[src/rtl/ahbl_to_apb.sv]
// AHB-Lite responder bridging each AHB transfer to a single APB transfer.
// Optional APB4 pprot/pstrb outputs enabled by defining AHBL_TO_APB_APB4_EN.
module ahbl_to_apb #(
  parameter int unsigned W_HADDR = 32,
  parameter int unsigned W_PADDR = 16,
  parameter int unsigned W_DATA  = 32
) (
  input  logic                 clk,
  input  logic                 rst,
  input  logic                 ahbls_hready,
  output logic                 ahbls_hready_resp,
  output logic                 ahbls_hresp,
  output logic                 ahbls_hexokay,
  input  logic [W_HADDR-1:0]   ahbls_haddr,
  input  logic                 ahbls_hwrite,
  input  logic [1:0]           ahbls_htrans,
  input  logic [2:0]           ahbls_hsize,
  input  logic [2:0]           ahbls_hburst,
  input  logic [3:0]           ahbls_hprot,
  input  logic                 ahbls_hmastlock,
  input  logic                 ahbls_hexcl,
  input  logic [W_DATA-1:0]    ahbls_hwdata,
  output logic [W_DATA-1:0]    ahbls_hrdata,
  output logic [W_PADDR-1:0]   apbm_paddr,
  output logic                 apbm_psel,
  output logic                 apbm_penable,
  output logic                 apbm_pwrite,
  output logic [W_DATA-1:0]    apbm_pwdata,
  input  logic [W_DATA-1:0]    apbm_prdata,
  input  logic                 apbm_pready,
`ifdef AHBL_TO_APB_APB4_EN
  output logic [2:0]           apbm_pprot,
  output logic [W_DATA/8-1:0]  apbm_pstrb,
`endif
  input  logic                 apbm_pslverr
);

  localparam int unsigned W_STRB = W_DATA / 8;
  localparam int unsigned W_OFF  = $clog2(W_STRB);

  typedef enum logic [2:0] {
    S_IDLE,
    S_SETUP,
    S_ACCESS,
    S_ERR1,
    S_ERR2
  } state_t;

  state_t state;
  logic   accept_c;
  logic   done_ok_c;
  logic   load_c;

  // A new address phase may land in IDLE, ERR2, or on a clean ACCESS completion
  assign accept_c  = ahbls_hready && ahbls_htrans[1];
  assign done_ok_c = (state == S_ACCESS) && apbm_pready && !apbm_pslverr;
  assign load_c    = accept_c && ((state == S_IDLE) || (state == S_ERR2) || done_ok_c);

`ifdef AHBL_TO_APB_APB4_EN
  logic [W_STRB-1:0] pstrb_c;
  int unsigned       nbytes;
  int unsigned       offset;

  // Byte lanes touched by the transfer; lanes beyond the bus width drop off
  always_comb begin
    pstrb_c = '0;
    nbytes  = 32'(1) << ahbls_hsize;
    offset  = 32'(ahbls_haddr[W_OFF-1:0]);
    for (int unsigned i = 0; i < W_STRB; i++) begin
      pstrb_c[i] = ahbls_hwrite && (i >= offset) && (i < offset + nbytes);
    end
  end
`endif

  always_ff @(posedge clk) begin
    if (rst) begin
      state       <= S_IDLE;
      apbm_paddr  <= '0;
      apbm_pwrite <= 1'b0;
`ifdef AHBL_TO_APB_APB4_EN
      apbm_pprot  <= '0;
      apbm_pstrb  <= '0;
`endif
    end else begin
      if (load_c) begin
        apbm_paddr  <= ahbls_haddr[W_PADDR-1:0];
        apbm_pwrite <= ahbls_hwrite;
`ifdef AHBL_TO_APB_APB4_EN
        apbm_pprot  <= {~ahbls_hprot[0], 1'b1, ahbls_hprot[1]};
        apbm_pstrb  <= pstrb_c;
`endif
      end
      case (state)
        S_IDLE, S_ERR2: state <= load_c ? S_SETUP : S_IDLE;
        S_SETUP:        state <= S_ACCESS;
        S_ACCESS: begin
          if (apbm_pready) begin
            if (apbm_pslverr) state <= S_ERR1;
            else              state <= load_c ? S_SETUP : S_IDLE;
          end
        end
        S_ERR1:         state <= S_ERR2;
        default:        state <= S_IDLE;
      endcase
    end
  end

  assign apbm_psel    = (state == S_SETUP) || (state == S_ACCESS);
  assign apbm_penable = (state == S_ACCESS);

  // AHB response follows the APB handshake in ACCESS without an extra cycle
  always_comb begin
    ahbls_hready_resp = 1'b1;
    ahbls_hresp       = 1'b0;
    case (state)
      S_SETUP: ahbls_hready_resp = 1'b0;
      S_ACCESS: begin
        ahbls_hready_resp = apbm_pready && !apbm_pslverr;
        ahbls_hresp       = apbm_pready && apbm_pslverr;
      end
      S_ERR1: begin
        ahbls_hready_resp = 1'b0;
        ahbls_hresp       = 1'b1;
      end
      S_ERR2:  ahbls_hresp = 1'b1;
      default: ;
    endcase
  end

  assign ahbls_hexokay = 1'b0;
  assign apbm_pwdata   = (apbm_pwrite && apbm_psel) ? ahbls_hwdata : '0;
  assign ahbls_hrdata  = ((state == S_ACCESS) && !apbm_pwrite) ? apbm_prdata : '0;

  logic unused;
`ifdef AHBL_TO_APB_APB4_EN
  assign unused = ^{ahbls_hburst, ahbls_hmastlock, ahbls_hexcl, ahbls_htrans[0],
                    ahbls_haddr[W_HADDR-1:W_PADDR], ahbls_hprot[3:2]};
`else
  assign unused = ^{ahbls_hburst, ahbls_hmastlock, ahbls_hexcl, ahbls_htrans[0],
                    ahbls_haddr[W_HADDR-1:W_PADDR], ahbls_hprot, ahbls_hsize};
`endif

endmodule
[config.mk]
export PLATFORM = sky130hd
export DESIGN_NAME = ahbl_to_apb
export DESIGN_NICKNAME = d
export VERILOG_FILES = /design/src/rtl/ahbl_to_apb.sv
export SDC_FILE = /design/constraint.sdc
export NUM_CORES = 1
export LEC_CHECK = 0
export ABC_AREA = 1
export CAP_MARGIN = 25
export CORE_MARGIN = 1.5
export CORE_UTILIZATION = 27
export CTS_CLUSTER_DIAMETER = 80
export CTS_CLUSTER_SIZE = 28
export DETAILED_ROUTE_END_ITERATION = 8
export HOLD_SLACK_MARGIN = 0.05
export PLACE_DENSITY = 0.89
export SETUP_SLACK_MARGIN = 0.05
export SYNTH_ARGS = -nofsm -noshare
export SYNTH_HDL_FRONTEND = slang
export SYNTH_SLANG_ARGS = --single-unit
[constraint.sdc]
create_clock -name clk -period 2 [get_ports clk]
set_input_delay 0.2 -clock clk [delete_from_list [all_inputs] [get_ports clk]]
set_output_delay 0.2 -clock clk [all_outputs]
set_load 0.005 [all_outputs]
==> metrics.yaml <==
outcome: "finished, final reports clean"
initial_core_util: 0.280
r2r_start: "state[1]"
place_inst: 515
netlist.area_leader.share: 0.262
synth_cell_type_count: 21
synthMuxAreaShare: 0
die_area_um2: 6130
cts_max_level: 1
yosys.area_share.simple: 0.368
holdPathStages: 2
rows: 27
finalSetupViolCount: 0
fin_nets: 584
clock_latency_ns: 0.25
grt_max_degree: 35
min_period_ns: 1.93
grt_overflow: 0
worst-path-buf-inv: 4
cts.clk_slew.worst_paths_ns: 0.06
period_share: 0.965
r2r_cells: 7
yosysSeqAreaShare: 0.262
p_leak_nw: 2.21
finalClockSkew_ns: 0.00607
synthArstFlopShare: 0
p_total_w: 0.00133
cts.sinks: 20
slew_viol_final: 0
switching_power_w: 0.000391
route.detailed.drc: 0
timing.rr.end: "apbm_paddr[2]"
first_global_vias: 2097
clockRootBuffer: "clkbuf_8"
synth_edf_count: 0
min_to: "apbm_paddr[3]"
worst_pin_slew_ns: 0.505
cts_tree: "built"
viasPerCell: 4.28
cp_data_required_time_ns: 1.80
worst_path_dominant_cell_family: "buffers and inverters"
numCtsBuffers: 3
cp_cell_sequence: "inv_4 -> nand2_2 -> nor2_2 -> or2_4 -> buf_12 -> nand2_8 -> buf_4 -> nor2_1 -> clkdlybuf4s15_1"
synth_compound_area_frac: 0.0777
portBuffers: 171
cap_viol_max_count: 0
area_delta_synth_final_pct: 132
final_util: 0.649
max_freq_mhz: 518
die_x_um: 78.3
p_comb_frac: 0.466
drive_gt1_frac: 0.139
crit_type: "register to output pin"
ctsHoldBuffers: 0
tns_ns: 0
p_per_area_nw_per_um2: 373
gp_congestion: 0.764
clkPwrFrac: 0.188
chipHeight_um: 78.3
yosysMostFrequentCell: "nor2_1"
cp-end-kind: "output pin"
wirelength_um: 6590
synth_area_leaders: "dfxtp_1 (26%), nor2_1 (21%), inv_1 (21%), nand3_1 (6.5%), a21oi_1 (6.2%)"
worstPathArrival_ns: 1.73
stdcell_count: 538
worstHoldPathType: "register to register"
drt_first_iter_violations: 76
slowest_stage: "dfxtp_4"
yosysTopAreaCell: "dfxtp_1"
p_int_w: 0.000934
synth_top_family_by_area: "simple AND/OR/NAND/NOR gates"
ys.warnings.count: 0
syn-num-nets: 399
min-delay-start: "apbm_paddr[3]"
drt.antenna.violating_nets: 0
p_seq_frac: 0.347
synth_commonest_cells: "nor2_1 (86), inv_1 (85), nand2_1 (21), dfxtp_1 (20), nand3_1 (20)"
whs_ns: 0.484
hold_violations: 0
crit_fanout: 8
max_stage_delay_ns: 0.37
synthAdderAreaFrac: 0
synth-seq-cells: 20
grt_pass1_wl_um: 9430
slew_headroom: 0.661
synth_area_per_cell_um2: 5.41
num_vias: 2303
hpwlAfterDp_um: 4730
clockBufferDepth: 2
ios: 202
syn_inst: 283
grt_usage: 0.187
syn-cell-area_um2: 1530
startpoint_type: "register"
r2r_slack_ns: 0.68
wl_per_cell_um: 12.2
synth_top_flop_cell: "dfxtp_1"
diodes: 0
rsz0062_at_grt: "yes"
coreArea_um2: 5470
yosys.area_share.xor_xnor: 0
dr.pass1.iters: 4
ir_drop_v: 0.000534
sw_frac_of_total: 0.295
antenna_found_initial: 0
power groups by stage:
stage	Clock, W	Sequential, W	Combinational (W)
3_5_place_dp	0	0.000459	0.000563
5_1_grt	0.000271	0.000463	0.000672
2_1_floorplan	0	0.000460	0.000210
3_3_place_gp	0	0.000458	0.000550
4_1_cts	0.000256	0.000456	0.000564
6_report	0.000249	0.000459	0.000618
layout make-up:
cell class	instances	area, um^2
clock buffer	3	41.3
sequential	20	410
fill	480	1920
tap	72	90.1
inverter	89	337
multi-input combinational	162	810
timing repair buffer	192	1860
worst max-delay path by stage:
stage | from | end | cells past startpoint
4_1_cts | state[2] | apbm_pwdata[30] | 7
3_3_place_gp | state[0] | apbm_pwdata[14] | 6
2_1_floorplan | state[1] | ahbls_hrdata[10] | 7
5_1_grt | state[2] | apbm_pwdata[20] | 9
3_5_place_dp | state[0] | apbm_pwdata[14] | 6
6_report | state[2] | apbm_pwdata[20] | 9
timing repair:
action                     in CTS  in global routing
gates resized for setup        63                 51
pin swaps                       1                  3
buffers inserted                3                 14
cloned                          1                  2
setup endpoints to repair      64                 23
worst reg2reg max path, delay by kind of cell, from the launching register on:
family,cells,cell delay [ns]
simple gates,5,0.53
flops,1,0.36
buf+inv,2,0.33
routing by layer:
metal,track usage,wire [um]
met2,0.388,3600
met4,0.0339,97
met3,0.0384,473
met5,0,0
met1,0.190,2410
sequential cells by signal (all words and copies together), names as in the netlist:
name and count:
apbm_paddr 16, state 3, apbm_pwrite 1
kinds of logic after synthesis:
logic type / Yosys count
AND/OR/NAND/NOR: 136
buffers and inverters: 104
flip-flops: 20
AO/OA/AOI/OAI: 22
other: 1
metrics by stage:
stage,instance area [um^2],setup WS (ns)
6_report,3550,0.0695
5_1_grt,3550,-0.0733
4_1_cts,3350,-0.0531
3_5_place_dp,3280,0.00980
3_3_place_gp,3280,0.110
2_1_floorplan,1530,0.693
placed cells by master (no fill, tap or decap), types with 3 or more instances in the layout:
cell,synthesis,layout
clkdlybuf4s50_1,0,106
inv_1,85,85
nor2_1,86,72
dlygate4sd2_1,0,38
nand3_1,20,20
nand2_1,21,20
a21oi_1,19,19
buf_4,1,18
dfxtp_1,20,16
dlymetal6s2s_1,0,16
nor2_2,3,14
clkbuf_2,0,9
buf_12,0,4
nand2_8,0,3
nor2_4,0,3
clkbuf_8,0,3
(Power assumes the default switching activity.)
